--- src/rtl/lr_result_reader_pkg.sv ---
// Shared constants, FSM state and stream kind codes for the XtX/XtY result reader.
package lr_result_reader_pkg;

   localparam int unsigned LR_DIM     = 11;
   localparam int unsigned LR_DATA_W  = 32;
   localparam int unsigned LR_XTX_AW  = 7;
   localparam int unsigned LR_XTY_AW  = 4;
   localparam int unsigned CNT_W      = 8;
   localparam int unsigned XTX_WORDS  = LR_DIM * LR_DIM;
   localparam int unsigned XTY_WORDS  = LR_DIM;
   localparam int unsigned DATA_WORDS = XTX_WORDS + XTY_WORDS;

   typedef enum logic [2:0] {
      IDLE    = 3'd0,
      RD_ADDR = 3'd1,
      RD_WAIT = 3'd2,
      SEND    = 3'd3,
      DONE    = 3'd4
   } state_t;

   typedef enum logic [1:0] {
      KIND_XTX  = 2'b00,
      KIND_XTY  = 2'b01,
      KIND_CSUM = 2'b10
   } kind_t;

endpackage

--- src/rtl/lr_result_reader_if.sv ---
// Valid/ready word stream carrying dumped result words and their kind tags.
interface lr_result_reader_if #(
   parameter int unsigned DATA_W = 32
);
   import lr_result_reader_pkg::*;

   logic [DATA_W-1:0] m_data;
   kind_t             m_kind;
   logic              m_valid;
   logic              m_ready;
   logic              m_last;

   modport master (output m_data, output m_kind, output m_valid, output m_last, input m_ready);
   modport slave  (input m_data, input m_kind, input m_valid, input m_last, output m_ready);

endinterface

--- src/rtl/lr_result_reader.sv ---
// Streams XtX then XtY result BRAM contents out on a valid/ready port after start.
// Optional trailing XOR checksum word when LR_READER_CHECKSUM_EN is defined.
module lr_result_reader
   import lr_result_reader_pkg::*;
#(
   parameter int unsigned DIM    = LR_DIM,
   parameter int unsigned DATA_W = LR_DATA_W,
   parameter int unsigned XTX_AW = LR_XTX_AW,
   parameter int unsigned XTY_AW = LR_XTY_AW
) (
   input  logic                 clk,
   input  logic                 reset,
   input  logic                 start,
   output logic [XTX_AW-1:0]    xtx_addr,
   input  logic [DATA_W-1:0]    xtx_dout,
   output logic [XTY_AW-1:0]    xty_addr,
   input  logic [DATA_W-1:0]    xty_dout,
   output logic                 busy,
   output logic                 done,
   lr_result_reader_if.master   m
);

   localparam int unsigned     XTX_N     = DIM * DIM;
   localparam int unsigned     TOTAL_N   = XTX_N + DIM;
   localparam logic [CNT_W-1:0] XTX_N_C  = CNT_W'(XTX_N);
   localparam logic [CNT_W-1:0] LAST_IDX = CNT_W'(TOTAL_N - 1);
`ifdef LR_READER_CHECKSUM_EN
   localparam bit CSUM_EN = 1'b1;
`else
   localparam bit CSUM_EN = 1'b0;
`endif

   state_t              state_q, state_n;
   logic [CNT_W-1:0]    cnt_q, cnt_n, cnt_inc;
   logic [XTX_AW-1:0]   xtx_addr_n;
   logic [XTY_AW-1:0]   xty_addr_n;
   logic [DATA_W-1:0]   data_q, data_n;
   kind_t               kind_q, kind_n;
   logic                valid_q, valid_n;
   logic                last_q, last_n;
   logic                busy_n, done_n;
`ifdef LR_READER_CHECKSUM_EN
   logic [DATA_W-1:0]   csum_q, csum_n;
`endif

   assign cnt_inc   = cnt_q + CNT_W'(1);
   assign m.m_data  = data_q;
   assign m.m_kind  = kind_q;
   assign m.m_valid = valid_q;
   assign m.m_last  = last_q;

   // Next-state and next-output logic
   always_comb begin
      state_n    = state_q;
      cnt_n      = cnt_q;
      xtx_addr_n = xtx_addr;
      xty_addr_n = xty_addr;
      data_n     = data_q;
      kind_n     = kind_q;
      valid_n    = valid_q;
      last_n     = last_q;
      busy_n     = busy;
      done_n     = 1'b0;
`ifdef LR_READER_CHECKSUM_EN
      csum_n     = csum_q;
`endif
      case (state_q)
         IDLE: begin
            if (start) begin
               state_n    = RD_ADDR;
               busy_n     = 1'b1;
               cnt_n      = '0;
               xtx_addr_n = '0;
               xty_addr_n = '0;
               last_n     = 1'b0;
`ifdef LR_READER_CHECKSUM_EN
               csum_n     = '0;
`endif
            end
         end
         RD_ADDR: state_n = RD_WAIT;
         RD_WAIT: begin
            if (cnt_q < XTX_N_C) begin
               data_n = xtx_dout;
               kind_n = KIND_XTX;
            end else begin
               data_n = xty_dout;
               kind_n = KIND_XTY;
            end
            last_n  = !CSUM_EN && (cnt_q == LAST_IDX);
            valid_n = 1'b1;
            state_n = SEND;
         end
         SEND: begin
            if (m.m_ready) begin
               cnt_n = cnt_inc;
               if (last_q) begin
                  valid_n = 1'b0;
                  done_n  = 1'b1;
                  state_n = DONE;
`ifdef LR_READER_CHECKSUM_EN
               end else if (cnt_q == LAST_IDX) begin
                  // Checksum word follows directly, no BRAM access needed
                  data_n = csum_q ^ data_q;
                  kind_n = KIND_CSUM;
                  last_n = 1'b1;
`endif
               end else begin
                  valid_n = 1'b0;
                  state_n = RD_ADDR;
`ifdef LR_READER_CHECKSUM_EN
                  csum_n  = csum_q ^ data_q;
`endif
                  if (cnt_inc < XTX_N_C) xtx_addr_n = XTX_AW'(cnt_inc);
                  else                   xty_addr_n = XTY_AW'(cnt_inc - XTX_N_C);
               end
            end
         end
         DONE: begin
            busy_n  = 1'b0;
            last_n  = 1'b0;
            state_n = IDLE;
         end
         default: state_n = IDLE;
      endcase
   end

   // State and output registers
   always_ff @(posedge clk) begin
      if (reset) begin
         state_q  <= IDLE;
         cnt_q    <= '0;
         xtx_addr <= '0;
         xty_addr <= '0;
         data_q   <= '0;
         kind_q   <= KIND_XTX;
         valid_q  <= 1'b0;
         last_q   <= 1'b0;
         busy     <= 1'b0;
         done     <= 1'b0;
`ifdef LR_READER_CHECKSUM_EN
         csum_q   <= '0;
`endif
      end else begin
         state_q  <= state_n;
         cnt_q    <= cnt_n;
         xtx_addr <= xtx_addr_n;
         xty_addr <= xty_addr_n;
         data_q   <= data_n;
         kind_q   <= kind_n;
         valid_q  <= valid_n;
         last_q   <= last_n;
         busy     <= busy_n;
         done     <= done_n;
`ifdef LR_READER_CHECKSUM_EN
         csum_q   <= csum_n;
`endif
      end
   end

endmodule

--- src/flat_wrapper.sv ---
// flat-port wrapper written by rule: the top's interface ports become plain ports
module lr_result_reader_flat import lr_result_reader_pkg::*;
#(
   parameter int unsigned DIM    = LR_DIM,
   parameter int unsigned DATA_W = LR_DATA_W,
   parameter int unsigned XTX_AW = LR_XTX_AW,
   parameter int unsigned XTY_AW = LR_XTY_AW
)
  (clk, reset, start, xtx_addr, xtx_dout, xty_addr, xty_dout, busy, done, m_m_data, m_m_kind, m_m_valid, m_m_last, m_m_ready);
  lr_result_reader_if #(.DATA_W(DATA_W)) m_i ();
  input  logic clk;
  input  logic reset;
  input  logic start;
  output logic [XTX_AW-1:0] xtx_addr;
  input  logic [DATA_W-1:0] xtx_dout;
  output logic [XTY_AW-1:0] xty_addr;
  input  logic [DATA_W-1:0] xty_dout;
  output logic busy;
  output logic done;
  output wire logic [$bits(m_i.m_data)-1:0] m_m_data;
  output wire logic [$bits(m_i.m_kind)-1:0] m_m_kind;
  output wire logic [$bits(m_i.m_valid)-1:0] m_m_valid;
  output wire logic [$bits(m_i.m_last)-1:0] m_m_last;
  input wire logic [$bits(m_i.m_ready)-1:0] m_m_ready;
  assign m_m_data = m_i.m_data;
  assign m_m_kind = m_i.m_kind;
  assign m_m_valid = m_i.m_valid;
  assign m_m_last = m_i.m_last;
  assign m_i.m_ready = m_m_ready;
  lr_result_reader #(.DIM(DIM), .DATA_W(DATA_W), .XTX_AW(XTX_AW), .XTY_AW(XTY_AW)) u_core (.clk(clk), .reset(reset), .start(start), .xtx_addr(xtx_addr), .xtx_dout(xtx_dout), .xty_addr(xty_addr), .xty_dout(xty_dout), .busy(busy), .done(done), .m(m_i));
endmodule
--- config.mk ---
export PLATFORM = sky130hd
export DESIGN_NAME = lr_result_reader_flat
export DESIGN_NICKNAME = d
export VERILOG_FILES = /design/src/rtl/lr_result_reader_pkg.sv /design/src/rtl/lr_result_reader_if.sv /design/src/rtl/lr_result_reader.sv /design/src/flat_wrapper.sv
export SDC_FILE = /design/constraint.sdc
export NUM_CORES = 1
export LEC_CHECK = 0
export CAP_MARGIN = 25
export CORE_MARGIN = 5
export CORE_UTILIZATION = 42
export DETAILED_ROUTE_END_ITERATION = 10
export GPL_TIMING_DRIVEN = 0
export MAX_ROUTING_LAYER = met4
export PLACE_DENSITY_LB_ADDON = 0.05
export RECOVER_POWER = 50
export SLEW_MARGIN = 20
export SYNTH_ARGS = -nofsm -noshare
export SYNTH_HDL_FRONTEND = slang
export SYNTH_SLANG_ARGS = --single-unit
--- constraint.sdc ---
create_clock -name clk -period 2.25 [get_ports clk]
set_input_delay 0.3375 -clock clk [delete_from_list [all_inputs] [get_ports clk]]
set_output_delay 0.3375 -clock clk [all_outputs]
set_load 0.01 [all_outputs]
# Word-level counts from Yosys, hierarchy flattened
# Cells that the tools add are included.
# Widths: inputs -> output; s select.
# totals
reg_bits	60
latchBits	0
ramBits	0
mem_bits_ro	0
inputBits	68
out_inout_bits	49
wordCells	65
n_memories	0
# op_classes
add_sub_neg	2
mul	0
n_div	0
order_cmp	2
n_eq_ne	10
shift	0
muxes	26
bitwise	2
n_reduce_logical	13
# op_table
op	n
$mux 32	1
$mux 7	4
$lt 8x7->1 const B	2
$mux 4	4
$mux 8	2
$pmux 8 s2	1
$pmux 7 s2	1
$pmux 3 s4	1
$reduce_and 5->1	2
$mux 3	3
$add 8x1->8 const B	1
$eq 8x8->1 const B	1
$ne 2x2->1 const B	4
$pmux 4 s2	1
$reduce_and 2->1	4
$eq 3x2->1 const B	2
$reduce_bool 2->1	3
$mux 1	5
$pmux 1 s2	2
$sub 4x4->4 const B	1
$eq 3x1->1 const B	1
$eq 3x3->1 const B	1
$logic_not 3->1	1
$pmux 1 s3	1
5 further kinds	6

# Depth between registers and ports, before layout
# logic_depth
ltp_word	6
ltp_mapped	10

# Worst setup path before layout
# OpenSTA, ideal clock, no wires.
# synth_timing
path_type	reg-to-reg
startpoint	register u_core.cnt_q[1]
endpoint	register u_core.xtx_addr[5]
t_arrival_ps	1787
required_ps	2158
slack_ps	371
stages_incl_launch_ff	8
n_path_buf	0
period_less_slack_ps	1879
cell_sequence	dfxtp_1 > ha_1 > and3_1 > nand3_1 > xor2_1 > o311a_1 > o21a_4 > o32ai_1
# synth_between
elab_chain_cells	5
word_cells_on_any_way	8
# synth_rtl
item	line	rtl
start: declaration	lr_result_reader.sv:34	logic [CNT_W-1:0] cnt_q, cnt_n, cnt_inc;
start signal: assignment	lr_result_reader.sv:146	cnt_q <= cnt_n;
$add 8x1->8 *	lr_result_reader.sv:46	assign cnt_inc = cnt_q + CNT_W'(1);
parallel branches: the longest is 4 deep, another holds $lt 8x7->1	n/a	
end signal: assignment	lr_result_reader.sv:147	xtx_addr <= xtx_addr_n;
end: declaration	lr_result_reader.sv:14	output logic [XTX_AW-1:0] xtx_addr,
# Mark *: on every way between the ends. The select of a mux whose other input is x is not followed.
# A chain may end at the register's enable or synchronous reset.

# Final worst setup path
# layout_timing
startpoint	register u_core.cnt_q[1]
endpoint	register u_core.xtx_addr[1]
# Same word-level chain as after synthesis.

==> metrics.txt <==
status complete, no violations; H-tree level count 3; post-synth design cell area 2710 sq um; Relative slew margins 60.9%; Worst Max-Slew Pin Slew 0.578 ns; initial drt markers 138; MaxCap Viol Count 0; # setup viols final 0; Remaining Overflow, GRT 0; global-route wire length before repair between 10 and 15 mm; nets 500; # diodes 0; TNS Setup 0 ns; WL final 7.68 mm; wire length per cell 15.0 microns; Die X 90.3 microns; Hold EP u_core.xty_addr[0]; Setup crit start kind flip-flop; PwrDens around 600 nW/um^2; Post-Place Setup Slack -0.123 ns; post-layout util between 60% and 70%; Cell variety after synth 38; number of hold buffers added after CTS 0; initial core utilization a little over two fifths; Commonest cells post-synth dfxtp_1, nor2_1, a211oi_1; Mean Syn Cell Area 8.93 sq um; most frequent cell after synthesis dfxtp_1; latest clock arrival within the worst-skew pair 0.33 ns; Critical Path RT 2.48 ns; Crit Path Max Fanout 6; #FFs+latches synth between 50 and 60; Max Freq 468 MHz; ranking of synthesized cells by area dfxtp_1, mux2i_1, a211oi_1; Rows 29; Core Area 6310 sq um; Top FF cell, synth dfxtp_1; Setup crit end kind flip-flop; asr flop ratio synth 0%; Area growth syn-to-layout 53.1%; Final Hold Fails 0; DRT antenna net count 0; IO Count roughly 120; hold-critical path depth 1; GPL Wtd Cong around 0.85; die footprint 8150 sq um; Peak VDD IR ~0.35 mV; sequential fraction of the synthesis area 43.7%; root buffer cell clkbuf_8; Final min period around 2.1 ns; Data arrival, critical path 2.36 ns; Clock transition at path regs 0.06 ns; 1st-pass router iterations 5; crit path kind flip-flop to flip-flop; Worst Min Path Start u_core.xty_addr[0]; TritonCTS clock tree done; reg2reg path depth 7; RSZ-0062 raised after global routing false; HPWL Detailed 5.93 mm; HP Class flip-flop to flip-flop; YS warnings 0; placed inst area 3950 sq um; vias 2621; largest net degree at the start of global routing 11; cells after synthesis 303; I/O Buffers roughly 120; fin. max-slew vios 0; clock tree buffer depth 2; Post-route DRC 0; count of flip-flops with a built-in enable after synthesis 0; Post-Syn Nets roughly 370; clock buffers created by TritonCTS 9; initial antenna violation count 0; worst r2r dst u_core.xtx_addr[1]; Leakage 0.00179 uW; final worst slack 0.115 ns; largest area contributor in the netlist dfxtp_1; global-route usage over all layers 19.4%; Final Cycle Share 94.9%; DR vias/cell 5.13; CTS Sinks 59; chip height 90.3 microns; skew final approximately 0.0057 ns; post-synth top area share 43.7%; worst r2r src u_core.cnt_q[1]; fin area 4140 sq um; share of cells above drive strength 1 a little over 7%; vias in the first global route around 2600; FF-to-FF setup slack 0.11 ns
-- cell type report --
cell class | instances | area [sq um]
Clock buffer | 11 | 151
Multi-Input combinational cell | 208 | 1380
Inverter | 14 | 52.6
Sequential cell | 59 | 1180
Clock inverter | 5 | 27.5
Timing Repair Buffer | 115 | 1150
Fill cell | 582 | 2170
Tap cell | 77 | 96.3
Buffer | 22 | 103
-- power breakdown --
part / switching (uW) / total, uW / internal [uW]
clock network: 402 / 853 / 451
logic: 221 / 485 / 265
registers: 36.1 / 1150 / 1110
total: 658 / 2490 / 1830
-- per-layer routing --
metal / global-route usage [%] / vias to the layer above / wire length, microns
met2: 28.9 / 99 / 3530
met3: 5.67 / 8 / 631
met4: 7.44 / 0 / 73
met5: - / - / 0
met1: 24.8 / 1189 / 3450
li1: - / 1325 / -
-- cells in the final DEF, fill, tap and decap left out, types with 11 or more instances in the layout --
cell type,instances
a211oi_1,34
a21oi_1,16
clkbuf_1,16
clkbuf_8,11
clkdlybuf4s50_1,67
dfxtp_1,58
dlygate4sd3_1,48
inv_1,14
mux2i_1,32
nor2_1,53
-- critical path: stages, from the launching register on --
cell	delay (ns)
dfxtp_2	0.38
ha_1	0.23
and3_1	0.17
nand3_1	0.09
xor2_1	0.23
o311a_1	0.45
o21a_4	0.24
o32ai_1	0.24
-- sequential cells by signal (all words and copies together) (netlist names) --
register	cells
u_core.done	1
u_core.m.m_kind	1
u_core.m.m_data	32
u_core.busy	1
u_core.xty_addr	4
u_core.state_q	3
u_core.m.m_last	1
u_core.m.m_valid	1
u_core.cnt_q	8
u_core.xtx_addr	7
-- stage by stage --
step | instances | hold WS (ns) | total power [uW]
6_report | 511 | 0.460 | 2490
5_1_grt | 511 | 0.487 | 2610
4_1_cts | 511 | 0.470 | 2540
3_5_place_dp | 495 | 0.449 | 1690
3_3_place_gp | 495 | 0.448 | 1670
2_1_floorplan | 303 | 0.489 | 1390
-- cells by family after synthesis --
logic type | share of synthesized area, %
AND/OR/NAND/NOR | 15.9
AO/OA/AOI/OAI | 18.5
flip-flops | 43.7
buffers and inverters | 5.74
multiplexers | 11.8
XOR/XNOR | 2.87
adder cells (fa/ha/maj) | 1.39
other | 0.139
-- timing repair --
item,4_1_cts,5_1_grt
buffers inserted,0,0
resized for setup,1,3
endpoints found under the setup margin,29,12
-- worst max-delay path by stage --
stage | slack (ns) | cells past startpoint | end | from
CTS | 0.04 | 7 | u_core.xty_addr[1] | u_core.cnt_q[1]
global placement | -0.08 | 8 | u_core.xty_addr[0] | m_m_ready
floorplan | 0.37 | 7 | u_core.xtx_addr[5] | u_core.cnt_q[1]
detailed placement | -0.12 | 8 | u_core.xty_addr[1] | m_m_ready
finish | 0.11 | 7 | u_core.xtx_addr[1] | u_core.cnt_q[1]
global route | 0.007 | 7 | u_core.xtx_addr[1] | u_core.cnt_q[0]
Power figures use the tool's default switching activity.
